===== src/rtl/cpu_accel_pkg.sv =====
// Shared types for the accelerator request queue: request op, queued
// request record, queue FSM states and a saturating counter helper.
package cpu_accel_pkg;

  localparam int ACC_ADDR_W = 16;
  localparam int ACC_DATA_W = 32;

  typedef enum logic {
    ACC_RD = 1'b0,
    ACC_WR = 1'b1
  } accel_op_e;

  typedef struct packed {
    accel_op_e               op;
    logic [ACC_ADDR_W-1:0]   addr;
    logic [ACC_DATA_W-1:0]   wdata;
  } accel_req_t;

  typedef enum logic [1:0] {
    IDLE  = 2'd0,
    ISSUE = 2'd1,
    WAIT  = 2'd2
  } memq_state_e;

  function automatic logic [15:0] satInc16(input logic [15:0] value);
    return (value == 16'hFFFF) ? value : value + 16'd1;
  endfunction

endpackage


===== src/rtl/cpu_accel_memq_fifo.sv =====
// Synchronous request FIFO. Pointers carry one wrap bit beyond the index so
// that full and empty are told apart by pointer equality plus the wrap bit.
module cpu_accel_memq_fifo
  import cpu_accel_pkg::*;
#(
  parameter int DEPTH = 8
) (
  input  logic                   clk_i,
  input  logic                   rst_i,
  input  logic                   push_i,
  input  accel_req_t             data_i,
  input  logic                   pop_i,
  output accel_req_t             data_o,
  output logic                   full_o,
  output logic                   empty_o,
  output logic [$clog2(DEPTH):0] count_o
);

  localparam int PTR_W = $clog2(DEPTH);

  accel_req_t       mem_q [DEPTH];
  logic [PTR_W:0]   wrPtr_q, wrPtr_d;
  logic [PTR_W:0]   rdPtr_q, rdPtr_d;
  logic             doPush, doPop;

  assign empty_o = (wrPtr_q == rdPtr_q);
  assign full_o  = (wrPtr_q[PTR_W] != rdPtr_q[PTR_W]) &&
                   (wrPtr_q[PTR_W-1:0] == rdPtr_q[PTR_W-1:0]);
  assign doPush  = push_i && !full_o;
  assign doPop   = pop_i && !empty_o;
  assign wrPtr_d = wrPtr_q + (PTR_W+1)'(doPush);
  assign rdPtr_d = rdPtr_q + (PTR_W+1)'(doPop);
  assign count_o = wrPtr_q - rdPtr_q;
  assign data_o  = mem_q[rdPtr_q[PTR_W-1:0]];

  // Advance read/write pointers; reset discards every stored entry.
  always_ff @(posedge clk_i) begin
    if (rst_i) begin
      wrPtr_q <= '0;
      rdPtr_q <= '0;
    end else begin
      wrPtr_q <= wrPtr_d;
      rdPtr_q <= rdPtr_d;
    end
  end

  // Entry storage needs no reset: only slots between the pointers are ever read.
  always_ff @(posedge clk_i) begin
    if (doPush) begin
      mem_q[wrPtr_q[PTR_W-1:0]] <= data_i;
    end
  end

endmodule


===== src/rtl/cpu_accel_memq.sv =====
// Accelerator request queue in front of the data-memory arbiter accel port.
// Requests are buffered, issued one at a time, reissued when the arbiter
// drops them, and completed as a held read response or a write-ack pulse.
module cpu_accel_memq
  import cpu_accel_pkg::*;
#(
  parameter int DEPTH  = 8,
  parameter int ADDR_W = ACC_ADDR_W,
  parameter int DATA_W = ACC_DATA_W,
  parameter int RD_W   = 512
) (
  input  logic                   clk_i,
  input  logic                   rst_i,
  input  logic                   req_valid_i,
  output logic                   req_ready_o,
  input  logic                   req_wr_i,
  input  logic [ADDR_W-1:0]      req_addr_i,
  input  logic [DATA_W-1:0]      req_wdata_i,
  output logic [ADDR_W-1:0]      accel_addr_o,
  output logic [DATA_W-1:0]      accel_wrt_data_o,
  output logic                   accel_wrt_en_o,
  output logic                   accel_rd_en_o,
  input  logic                   accel_wrt_done_i,
  input  logic                   accel_rd_valid_i,
  input  logic [RD_W-1:0]        accel_rd_data_i,
  output logic                   rsp_valid_o,
  input  logic                   rsp_ready_i,
  output logic [RD_W-1:0]        rsp_data_o,
  output logic                   wr_ack_o,
  output logic [$clog2(DEPTH):0] q_count_o,
  output logic [15:0]            retry_cnt_o
);

  // ADDR_W and DATA_W must match the field widths of accel_req_t.
  accel_req_t   reqIn, head;
  logic         fifoFull, fifoEmpty, pop, matched, issuing;
  memq_state_e  state_q, state_d;
  logic         rspValid_q, rspValid_d;
  logic [RD_W-1:0] rspData_q, rspData_d;
  logic         wrAck_q, wrAck_d;
  logic [15:0]  retryCnt_q, retryCnt_d;

  assign reqIn = '{op: (req_wr_i ? ACC_WR : ACC_RD), addr: req_addr_i, wdata: req_wdata_i};

  cpu_accel_memq_fifo #(.DEPTH(DEPTH)) u_fifo (
    .clk_i   (clk_i),
    .rst_i   (rst_i),
    .push_i  (req_valid_i),
    .data_i  (reqIn),
    .pop_i   (pop),
    .data_o  (head),
    .full_o  (fifoFull),
    .empty_o (fifoEmpty),
    .count_o (q_count_o)
  );

  assign issuing          = (state_q == ISSUE);
  assign accel_addr_o     = issuing ? head.addr  : '0;
  assign accel_wrt_data_o = issuing ? head.wdata : '0;
  assign accel_wrt_en_o   = issuing && (head.op == ACC_WR);
  assign accel_rd_en_o    = issuing && (head.op == ACC_RD);
  assign req_ready_o      = !fifoFull;
  assign rsp_valid_o      = rspValid_q;
  assign rsp_data_o       = rspData_q;
  assign wr_ack_o         = wrAck_q;
  assign retry_cnt_o      = retryCnt_q;

  // Issue FSM: a read waits in IDLE while the response slot is occupied, so a
  // new read completion can never collide with a response still being held.
  always_comb begin
    state_d    = state_q;
    pop        = 1'b0;
    matched    = 1'b0;
    rspValid_d = rspValid_q && !rsp_ready_i;
    rspData_d  = rspData_q;
    wrAck_d    = 1'b0;
    retryCnt_d = retryCnt_q;
    case (state_q)
      IDLE: begin
        if (!fifoEmpty && !((head.op == ACC_RD) && rspValid_q)) begin
          state_d = ISSUE;
        end
      end
      ISSUE: begin
        state_d = WAIT;
      end
      WAIT: begin
        matched = (head.op == ACC_WR) ? accel_wrt_done_i : accel_rd_valid_i;
        if (matched) begin
          pop     = 1'b1;
          state_d = IDLE;
          if (head.op == ACC_RD) begin
            rspValid_d = 1'b1;
            rspData_d  = accel_rd_data_i;
          end else begin
            wrAck_d = 1'b1;
          end
        end else begin
          retryCnt_d = satInc16(retryCnt_q);
          state_d    = ISSUE;
        end
      end
      default: state_d = IDLE;
    endcase
  end

  // State, response, ack and retry registers; reset abandons any in-flight access.
  always_ff @(posedge clk_i) begin
    if (rst_i) begin
      state_q    <= IDLE;
      rspValid_q <= 1'b0;
      rspData_q  <= '0;
      wrAck_q    <= 1'b0;
      retryCnt_q <= '0;
    end else begin
      state_q    <= state_d;
      rspValid_q <= rspValid_d;
      rspData_q  <= rspData_d;
      wrAck_q    <= wrAck_d;
      retryCnt_q <= retryCnt_d;
    end
  end

endmodule


===== config.mk =====
export PLATFORM = sky130hd
export DESIGN_NAME = cpu_accel_memq
export DESIGN_NICKNAME = d
export VERILOG_FILES = /design/src/rtl/cpu_accel_pkg.sv /design/src/rtl/cpu_accel_memq_fifo.sv /design/src/rtl/cpu_accel_memq.sv
export SDC_FILE = /design/constraint.sdc
export NUM_CORES = 1
export LEC_CHECK = 0
export CORE_AREA = 8 8 437 439
export DETAILED_ROUTE_END_ITERATION = 12
export DIE_AREA = 0 0 445 447
export SKIP_LAST_GASP = 1
export SLEW_MARGIN = 15
export SYNTH_ARGS = -nofsm -noshare
export SYNTH_HDL_FRONTEND = slang
export SYNTH_SLANG_ARGS = --single-unit

===== constraint.sdc =====
create_clock -name clk_i -period 17.65 [get_ports clk_i]
set_clock_uncertainty 0.2 [all_clocks]
set_input_delay 3.53 -clock clk_i [delete_from_list [all_inputs] [get_ports clk_i]]
set_output_delay 3.53 -clock clk_i [all_outputs]
set_load 0.02 [all_outputs]

=== Word level (Yosys, flattened, before mapping) ===
Memories as Yosys holds them, arrays and structs flattened. A register that Yosys moved wholly into a read port is not among the register bits.
Cells that the tools add are included.

* Bits in registers: 540
* Bits of input ports: 567
* Memories: 1
* RAM bits: 392

* Bitwise logic cells: 4
* Muxes and demuxes: 16
* Add/sub/neg operators: 4
* Reductions and logical operators: 16
* Eq/ne operators: 7

{| class="wikitable"
|+ Memories
! name !! depth !! bits a word !! rd ports !! clocked after Yosys merged registers in !! wr ports !! line !! RTL
|-
| u_fifo.mem_q || 8 || 49 || 1 || 1 || 1 || cpu_accel_memq_fifo.sv:21 || <nowiki>accel_req_t mem_q [DEPTH];</nowiki>
|}

{| class="wikitable"
|+ Operators with widths
! kind !! count
|-
| 32-bit 2-to-1 mux || 1
|-
| 16-bit by 1-bit adder with 16-bit output (second input constant) || 1
|-
| 16-bit equality test (second input constant) || 1
|-
| 16-bit 2-to-1 mux || 1
|-
| 1-bit 2-to-1 mux || 11
|-
| 4-bit by 1-bit adder with 4-bit output || 2
|-
| 1-bit logical AND || 8
|-
| 2-bit one-hot mux with 3 select lines || 1
|-
| 3-bit AND reduction || 2
|-
| 4-bit equality test || 1
|-
| 1-bit logical NOT || 4
|-
| 1-bit inverter || 4
|-
| 4-bit subtractor || 1
|-
| 3-bit equality test || 1
|-
| 3-bit 2-to-1 mux || 1
|-
| 3-bit OR reduction || 1
|-
| 2-bit by 1-bit equality test with 1-bit output (second input constant) || 1
|-
| 2-bit equality test (second input constant) || 1
|-
| 2-bit logical NOT || 1
|-
| 2-bit 2-to-1 mux || 1
|-
| 2-bit != test (second input constant) || 1
|-
| 1-bit != test || 1
|}

=== Depth between registers and ports, before layout ===
Gate-level depths: netlist of the first run.

* Depth after elaboration: 6
* Depth in mapped cells: 11
* Gate-level depth less buffers: 9

=== By module ===
Synthesis of the first run repeated with hierarchy kept, for this count alone.

* Cell total of the unflattened synthesis: 3,135
* Area total of the unflattened synthesis: 34,227.8 um^2

{| class="wikitable"
|+ Modules (own cells, without submodules)
! module !! cells an instance !! seq. area each (um^2) !! area each (um^2) !! instances
|-
| cpu_accel_memq || 2,404 || 10,650.2 || 18,966.9 || 1
|-
| cpu_accel_memq_fifo || 731 || 11,931.4 || 15,260.9 || 1
|}

=== Worst setup path before layout of the first run ===
OpenSTA, ideal clock, no wires.

* Kind: input port to flip-flop
* Start point: in req_valid_i
* End point: mem u_fifo.mem_q[1][0] in the netlist's numbering, enable pin
* Path buffers: 0
* Setup time: 0.516 ns
* Path slack: 9.812 ns
* Arrival time: 7.122 ns
* Stages: 3
* Cells stage by stage: and2_1 -> nand2_1 -> nor3_1

* Word-level cells in the longest chain between the ends: 3

{| class="wikitable"
|+ RTL lines
! item !! line !! RTL
|-
| from (decl) || cpu_accel_memq.sv:14 || <nowiki>input logic req_valid_i,</nowiki>
|-
| 1-bit logical AND || cpu_accel_memq_fifo.sv:29 || <nowiki>assign doPush = push_i && !full_o;</nowiki>
|-
| 1-bit 2-to-1 mux || cpu_accel_memq_fifo.sv:49 || <nowiki>if (doPush) begin</nowiki>
|-
| 1-bit 2-to-1 mux (not written as such) || cpu_accel_memq_fifo.sv:50 || <nowiki>mem_q[wrPtr_q[PTR_W-1:0]] <= data_i;</nowiki>
|-
| to (decl) || cpu_accel_memq_fifo.sv:21 ||
|}

No other way between the ends.

==> results of run 1 <==
## sequential cells by signal, indices dropped and copies added, names as in the netlist
name / cells
rsp_data_o: 512
u_fifo.mem_q: 392
retry_cnt_o: 16
u_fifo.rdPtr_q: 4
u_fifo.wrPtr_q: 4
state_q: 2
rsp_valid_o: 1
wr_ack_o: 1
## cells in the mapped netlist (9+ instances only)
cell,instances,area [sq um]
a21oi_1,573,2870
buf_2,46,230
buf_4,41,308
buf_6,14,158
clkbuf_1,112,420
dfxtp_1,540,10800
edfxtp_1,392,11800
inv_1,9,33.8
mux4_2,98,2210
nand2_1,1130,4240
nand3_1,10,50.1
nor2_1,23,86.3
nor2b_1,12,75.1
## kinds of logic (layout without fill, tap and decap cells)
kind of cell,Yosys count,in the layout,synth area share
buf+inv,228,1394,0.0346
simple gates,1210,1210,0.138
fa+ha+maj,9,9,0.00354
xor+xnor,7,7,0.00181
flops,932,932,0.666
compound gates,586,586,0.0874
other cells,0,17,0
mux,106,106,0.0682
## power by group through the flow
stage                     Combinational (mW)  Sequential [mW]  Clock [mW]
after detailed placement               0.398             2.35           0
final                                  0.395             2.30        2.32
after global placement                 0.397             2.35           0
after CTS                              0.401             2.30        2.39
after global routing                   0.419             2.30        2.47
after floorplan                        0.114             2.37           0
## metrics by stage
stage                     hold slack (ns)  cell area [sq um]  power [mW]  cells
after floorplan                     0.242              33900        2.48   3078
after global placement              0.241              47700        2.74   6521
after detailed placement            0.246              47700        2.75   6521
after CTS                           0.254              51400        5.10   6724
after global routing                0.268              51400        5.19   6734
final                               0.253              51400        5.02   6741
## worst min-delay path: stages, from the launching register on
cell	delay, ns
dfxtp_1	0.31
nand2_1	0.05
a21oi_1	0.05
## worst max path at each step
stage                           start                   end  slack [ns]  depth (start not counted)
floorplan                 req_valid_i    u_fifo.mem_q[1][0]        9.81                          3
global route        u_fifo.rdPtr_q[0]  accel_wrt_data_o[21]        9.01                          6
finish              u_fifo.rdPtr_q[0]  accel_wrt_data_o[21]        9.47                          6
detailed placement  u_fifo.rdPtr_q[0]  accel_wrt_data_o[21]       10.10                          6
CTS                 u_fifo.rdPtr_q[0]  accel_wrt_data_o[21]        9.21                          6
global placement    u_fifo.rdPtr_q[0]  accel_wrt_data_o[21]       10.11                          6
## routing by layer
layer | global-route usage | share of wire | up-vias
li1 | - | - | 12700
met3 | 0.0749 | 0.11 | 294
met5 | 0 | 0.00020 | -
met4 | 0.0468 | 0.029 | 6
met2 | 0.287 | 0.47 | 1353
met1 | 0.210 | 0.39 | 13900
## cell type report
type | count | area (sq um)
multi-input combinational | 1918 | 10200
clock inverter | 61 | 624
antenna | 17 | 42.5
timing repair buffer | 1182 | 11800
fill | 19200 | 133000
sequential | 932 | 22600
clock buffer | 142 | 3040
tap | 2480 | 3100
inverter | 9 | 33.8
==> flow_summary.yaml, run 1 <==
sta:
  timing.slew.headroom: 0.228
  fmax_mhz: 122
  worst_slew_pin_slew_ns: 1.16
  finalCritPeriodShare: 0.464
  hold_viol_final: 0
  final.setup.tns_ns: 0
  worst_slack_ns: 9.47
  grt_setup_unrepaired: "false"
  min_period_ns: 8.18
  setup_violations: 0
  drv_slew: 0
critical_path:
  r2r_start: "u_fifo.rdPtr_q[2]"
  rrSetupSlack_ns: 12.65
  path_buf_inv: 3
  worstRegToRegCells: 8
  crit_path_max_incr_delay_ns: 0.84
  cp_slowest_cell: "buf_4"
  cp.required_ns: 13.92
  start_kind: "flip-flop"
  critPathArrivalTime_ns: 4.45
  crit_type: "flip-flop to output pin"
  cp_max_fo: 48
  critPathTopFamily: "buffers and inverters"
  end_kind: "output pin"
  crit_top_cell: "buf_4"
  r2r_end: "rsp_data_o[284]"
  crit_chain: "buf_4 -> buf_4 -> mux4_2 -> nand2_1 -> a21oi_1 -> clkdlybuf4s50_1"
power_and_ir_drop:
  switchingPower_mw: 1.22
  clkPwrFrac: 0.462
  comb_power_share: 0.079
  ir_drop_v: 0.0000790
  powerDensity_nw_per_um2: 97.6
  power.internal_mw: 3.80
  p_sw_frac: 0.242
  leakagePower_nw: 16.2
  pwr-share-seq: 0.459
clock_network:
  clockRootBuffer: "clkbuf_16"
  h-tree-depth: 3
  worstSkewPairLatency_ns: 0.76
  ctsLongestPathBuffers: 3
  cts_setup_buffers: 0
  cts.clk_slew.worst_paths_ns: 0.06
  holdBufCountCts: 0
  cts_buffers: 109
  cts_resized: 0
  cts.sink_count: 932
  cts_tree: "built"
place:
  dp_slack_ns: 10.10
  gp_congestion: 0.909
  port_buffers: 1151
  dp_hpwl_microns: 144000
logic_synthesis:
  synth.avg_cell_area_sq_um: 11.0
  synth_edf_count: 392
  ys_ff_latch: 932
  synth_cells: 3078
  synth_seq_area_share: 0.666
  syn_area_sq_um: 33900
  async_flop_share: 0
  yosysWarnings: 0
  synthDistinctLibCells: 39
  ys.flop_type: "dfxtp_1"
  syn_nets: 3654
global_route:
  grt_max_degree: 130
  first_global_vias: 27000
  track_usage: 0.175
  antenna_found_initial: 72
  grt_overflow: 0
  grt_pass1_wl_microns: 242000
worst_hold_path:
  whs_path_depth: 2
  hp-start: "rsp_data_o[156]"
  worstHoldEndpoint: "rsp_data_o[156]"
  hold_path_class: "flip-flop to flip-flop"
finish:
  layout_common_cells: "clkdlybuf4s50_1 (1150), nand2_1 (1130), a21oi_1 (573)"
  finalCoreUtilization: 0.279
  area_growth_pct: 51.7
  drive_gt1_frac: 0.0770
  nets: 4728
  final_common_cell: "clkdlybuf4s50_1"
routing:
  drtAntennaViolNets: 0
  viasPerCell: 4.20
  drcViolationCount: 0
  firstDrtPassIters: 6
  wl_per_cell_microns: 27.6
  vias: 28300
  drtIter0Drc: 2630
  finalWirelength_microns: 186000
floorplan:
  rows: 158
  start_util: 0.184
  die_width_microns: 445
  dieArea_sq_um: 199000
  ios: 1152
  core_sq_um: 184000
  die_h_microns: 447
outcome:
  outcome: "finished clean"
job:
  cap_violations: 0
No activity file was read; power rests on OpenSTA's default activity.
==> run 2: changes to the inputs <==
==> constraint.sdc (replaced) <==
create_clock -name clk_i -period 7.6 [get_ports clk_i]
set_clock_uncertainty 0.2 [all_clocks]
set_input_delay 1.52 -clock clk_i [delete_from_list [all_inputs] [get_ports clk_i]]
set_output_delay 1.52 -clock clk_i [all_outputs]
set_load 0.02 [all_outputs]
==> run 2 against run 1 <==
  * Register-to-register slack got worse by 9.3 ns
  * Combinational power grew 130%
  * Non-clock buffer count down 3
  * Wire length is 0.52% lower
  * Worst setup slack worse by 7.5 ns
  * Final cell count decreased by 0.12%
  * Core utilization is 0.11 points higher
  * Sequential power increased by 130%
  * Global-route usage decreased by 0.067 points
  * Final area rose by 0.41%
  * Sequential cell count unchanged
  * Die area unchanged
  * Critical path type unchanged
==> flow_summary.yaml, run 2 (synthesis gave the netlist of run 1 again) <==
floorplan:
  rows: 158
  core_sq_um: 184000
  die_h_microns: 447
  dieArea_sq_um: 199000
  die_width_microns: 445
  ios: 1152
  start_util: 0.184
critical_path:
  cp.required_ns: 5.88
  r2r_end: "u_fifo.mem_q[4][22]"
  r2r_start: "u_fifo.rdPtr_q[1]"
  crit_chain: "inv_1 -> ha_1 -> a21o_1 -> a21oi_1 -> xor2_1 -> clkdlybuf4s50_1"
  path_buf_inv: 2
  end_kind: "output pin"
  critPathTopFamily: "buffers and inverters"
  crit_type: "flip-flop to output pin"
  rrSetupSlack_ns: 3.40
  crit_path_max_incr_delay_ns: 0.82
  worstRegToRegCells: 8
  cp_slowest_cell: "dfxtp_4"
  critPathArrivalTime_ns: 3.95
  cp_max_fo: 49
  start_kind: "flip-flop"
power_and_ir_drop:
  clkPwrFrac: 0.470
  p_sw_frac: 0.239
  switchingPower_mw: 2.82
  ir_drop_v: 0.000202
  comb_power_share: 0.077
  pwr-share-seq: 0.453
  power.internal_mw: 8.98
  leakagePower_nw: 16.3
  powerDensity_nw_per_um2: 229
clock_network:
  holdBufCountCts: 0
  cts_resized: 0
  clockRootBuffer: "clkbuf_16"
  ctsLongestPathBuffers: 3
  cts_setup_buffers: 0
  cts_tree: "built"
  cts_buffers: 112
  h-tree-depth: 3
  worstSkewPairLatency_ns: 0.76
  cts.clk_slew.worst_paths_ns: 0.06
  cts.sink_count: 932
worst_hold_path:
  hp-start: "rsp_data_o[26]"
  hold_path_class: "flip-flop to flip-flop"
  whs_path_depth: 2
  worstHoldEndpoint: "rsp_data_o[26]"
sta:
  final.setup.tns_ns: 0
  hold_viol_final: 0
  finalCritPeriodShare: 0.746
  fmax_mhz: 176
  timing.slew.headroom: 0.265
  worst_slew_pin_slew_ns: 1.10
  drv_slew: 0
  grt_setup_unrepaired: "false"
  whs_ns: 0.251
  setup_violations: 0
  min_period_ns: 5.67
global_route:
  first_global_vias: 26700
  track_usage: 0.174
  grt_max_degree: 179
  grt_overflow: 0
  grt_pass1_wl_microns: 241000
  antenna_found_initial: 57
place:
  dp_hpwl_microns: 143000
  gp_congestion: 0.889
  port_buffers: 1151
finish:
  final_common_cell: "clkdlybuf4s50_1"
  multi_input_area_sq_um: 10200
  fill_cells: 19300
  finalCoreUtilization: 0.280
  nets: 4728
  largest_register_ffs: 512
  drive_gt1_frac: 0.0759
  area_growth_pct: 52.3
  layout_common_cells: "clkdlybuf4s50_1 (1150), nand2_1 (1130), a21oi_1 (573)"
  register_area_sq_um: 22600
routing:
  firstDrtPassIters: 6
  wl_per_cell_microns: 27.5
  finalWirelength_microns: 185000
  drtAntennaViolNets: 0
  drcViolationCount: 0
  drtIter0Drc: 2215
  vias: 28000
  viasPerCell: 4.16
job:
  cap_violations: 0
outcome:
  outcome: "finished clean"
-- run 2: changes by cell type in the layout (fill, tap and decap cells not counted), moves of 3 or more --
cell / change
bufinv_16: +3
buf_12: +7
clkinv_2: -4
clkbuf_1: +6
diode_2: -7
inv_6: -3
buf_4: -10
-- run 2: stage by stage --
step	worst slack, ns	area, sq um	cells	total power [mW]
after floorplan	1.77	33900	3078	5.76
after global placement	2.69	47800	6518	6.36
after detailed placement	2.71	47800	6518	6.37
after CTS	1.81	51600	6723	12.0
after global routing	1.82	51600	6729	12.2
final	1.93	51600	6733	11.8
-- run 2: final cells by class --
cell class | count | share of cell area
well taps | 2480 | 0.0601
clock buffers | 148 | 0.0600
multi-input cells | 1918 | 0.198
inverters | 9 | 0.000654
repair buffers | 1179 | 0.229
diodes | 10 | 0.000485
clock inverters | 57 | 0.0140
flip-flops and latches | 932 | 0.438
-- run 2: how the worst max path moves through the flow --
stage,slack (ns),to,depth (start not counted),start
after detailed placement,2.71,q_count_o[3],6,u_fifo.rdPtr_q[1]
after floorplan,1.77,u_fifo.mem_q[1][0],3,req_valid_i
final,1.93,q_count_o[3],6,u_fifo.rdPtr_q[1]
after global routing,1.82,accel_addr_o[8],5,u_fifo.rdPtr_q[0]
after global placement,2.69,q_count_o[3],6,u_fifo.rdPtr_q[1]
after CTS,1.81,q_count_o[3],6,u_fifo.rdPtr_q[1]
-- run 2: worst reg2reg max path, delay by kind of cell (launching register included) --
family	cells	cell delay [ns]
adders and majority gates	1	0.37
buffers and inverters	2	1.07
DFF	1	0.82
and+or+nand+nor	5	1.28
-- run 2: power by group through the flow --
stage	clock [mW]	sequential (mW)	combinational, mW
after floorplan	0	5.49	0.266
after global placement	0	5.45	0.915
after detailed placement	0	5.45	0.918
after CTS	5.71	5.35	0.923
after global routing	5.89	5.35	0.965
final	5.55	5.35	0.909
-- run 2: layer usage --
layer	routed length, microns	GRT usage	share of wire	up-vias
met3	23000	0.0853	0.12	247
li1	-	-	-	12700
met1	69800	0.203	0.38	13800
met4	4940	0.0470	0.027	8
met2	87100	0.286	0.47	1277
met5	53	0	0.00029	-
==> run 3: changes to the inputs <==
==> constraint.sdc (replaced) <==
create_clock -name clk_i -period 5.05 [get_ports clk_i]
set_clock_uncertainty 0.2 [all_clocks]
set_input_delay 1.01 -clock clk_i [delete_from_list [all_inputs] [get_ports clk_i]]
set_output_delay 1.01 -clock clk_i [all_outputs]
set_load 0.02 [all_outputs]
==> run 3 against run 2 <==
  * Largest power group unchanged
  * Clock-buffer cell count is 15 lower
  * Sequential share of layout area shrank 0.23 points
  * Critical endpoint is now accel_wrt_data_o[9]
  * Via count up 0.22%
==> flow_summary.yaml, run 3 (synthesis gave the netlist of run 1 again) <==
floorplan:
  core_sq_um: 184000
  die_h_microns: 447
  dieArea_sq_um: 199000
  ios: 1152
  die_width_microns: 445
  start_util: 0.184
  rows: 158
sta:
  timing.slew.headroom: 0.279
  finalCritPeriodShare: 0.892
  setup_violations: 0
  min_period_ns: 4.51
  hold_viol_final: 0
  worst_slew_pin_slew_ns: 1.07
  fmax_mhz: 222
  drv_slew: 0
  grt_setup_unrepaired: "false"
  final.setup.tns_ns: 0
global_route:
  grt_max_degree: 121
  grt_pass1_wl_microns: 244000
  grt_overflow: 0
  antenna_found_initial: 55
  track_usage: 0.177
  first_global_vias: 27200
clock_network:
  clockRootBuffer: "clkbuf_16"
  holdBufCountCts: 0
  cts_buffers: 108
  cts_tree: "built"
  cts_resized: 0
  cts_setup_buffers: 0
  cts.clk_slew.worst_paths_ns: 0.07
  cts.sink_count: 932
  ctsLongestPathBuffers: 3
  h-tree-depth: 3
  worstSkewPairLatency_ns: 0.75
critical_path:
  end_kind: "output pin"
  cp_max_fo: 44
  cp_slowest_cell: "clkdlybuf4s50_1"
  crit_type: "flip-flop to output pin"
  critPathTopFamily: "buffers and inverters"
  critPathArrivalTime_ns: 3.30
  crit_path_max_incr_delay_ns: 0.69
  start_kind: "flip-flop"
  cp.required_ns: 3.84
  crit_chain: "buf_4 -> mux4_2 -> nand2_1 -> a21oi_1 -> clkdlybuf4s50_1"
  path_buf_inv: 2
power_and_ir_drop:
  powerDensity_nw_per_um2: 339
  leakagePower_nw: 16.4
  ir_drop_v: 0.000329
worst_hold_path:
  hold_path_class: "flip-flop to flip-flop"
finish:
  largest_register_ffs: 512
  layout_common_cells: "clkdlybuf4s50_1 (1150), nand2_1 (1130), a21oi_1 (573)"
  drive_gt1_frac: 0.0780
  area_growth_pct: 53.1
  nets: 4742
  final_common_cell: "clkdlybuf4s50_1"
  fin_cells: 6751
  finalCoreUtilization: 0.282
place:
  port_buffers: 1151
  gp_congestion: 0.932
  dp_hpwl_microns: 148000
  place_inst: 6536
routing:
  finalWirelength_microns: 188000
  firstDrtPassIters: 6
  wl_per_cell_microns: 27.8
  vias: 28100
  drcViolationCount: 0
  drtAntennaViolNets: 0
  viasPerCell: 4.16
  drtIter0Drc: 2502
job:
  cap_violations: 0
outcome:
  outcome: "finished clean"
## run 3: final timing paths
kind | startpoint | endpoint | slack, ns | cells past startpoint
min | rsp_data_o[339] | rsp_data_o[339] | 0.25 | 2
max | u_fifo.rdPtr_q[1] | accel_wrt_data_o[9] | 0.54 | 5
min reg2reg | rsp_data_o[339] | rsp_data_o[339] | 0.25 | 2
max reg2reg | u_fifo.rdPtr_q[2] | u_fifo.mem_q[6][9] | 1.48 | 9
## run 3: layout make-up
| type | count | area (sq um) |
|---|---|---|
| fillers | 19200 | 132000 |
| flip-flops and latches | 932 | 22600 |
| diodes | 16 | 40.0 |
| clock buffers | 133 | 2890 |
| clock inverters | 66 | 779 |
| well taps | 2480 | 3100 |
| inverters | 9 | 33.8 |
| repair buffers | 1197 | 12200 |
| multi-input cells | 1918 | 10200 |
## run 3: per-stage QoR
stage               power [mW]  hold slack (ns)  worst slack, ns  instance area, sq um
floorplan                 8.66            0.242            0.583                 33900
global placement          9.61            0.241            0.971                 48200
detailed placement        9.62            0.245             1.03                 48200
CTS                       17.8            0.253            0.188                 51800
global route              18.2            0.266            0.263                 51900
finish                    17.6            0.252            0.545                 51900
## run 3: worst register-to-register path: cells and delay by family, from the launching register on
kind,cells,cell delay [ns]
DFF,1,0.45
adders and majority gates,1,0.38
buffers and inverters,3,1.02
and+or+nand+nor,5,1.18
## run 3: metal layers
layer	routed length (microns)	global-route usage	vias up
met2	87200	0.281	1222
met5	63	0	-
met4	3770	0.0507	10
met1	74300	0.215	13900
met3	22600	0.0849	222
li1	-	-	12800
## run 3: where the power goes
group | internal, mW | switching [mW]
clock network | 4.66 | 3.46
logic | 0.686 | 0.711
registers | 7.99 | 0.0609
total | 13.3 | 4.24
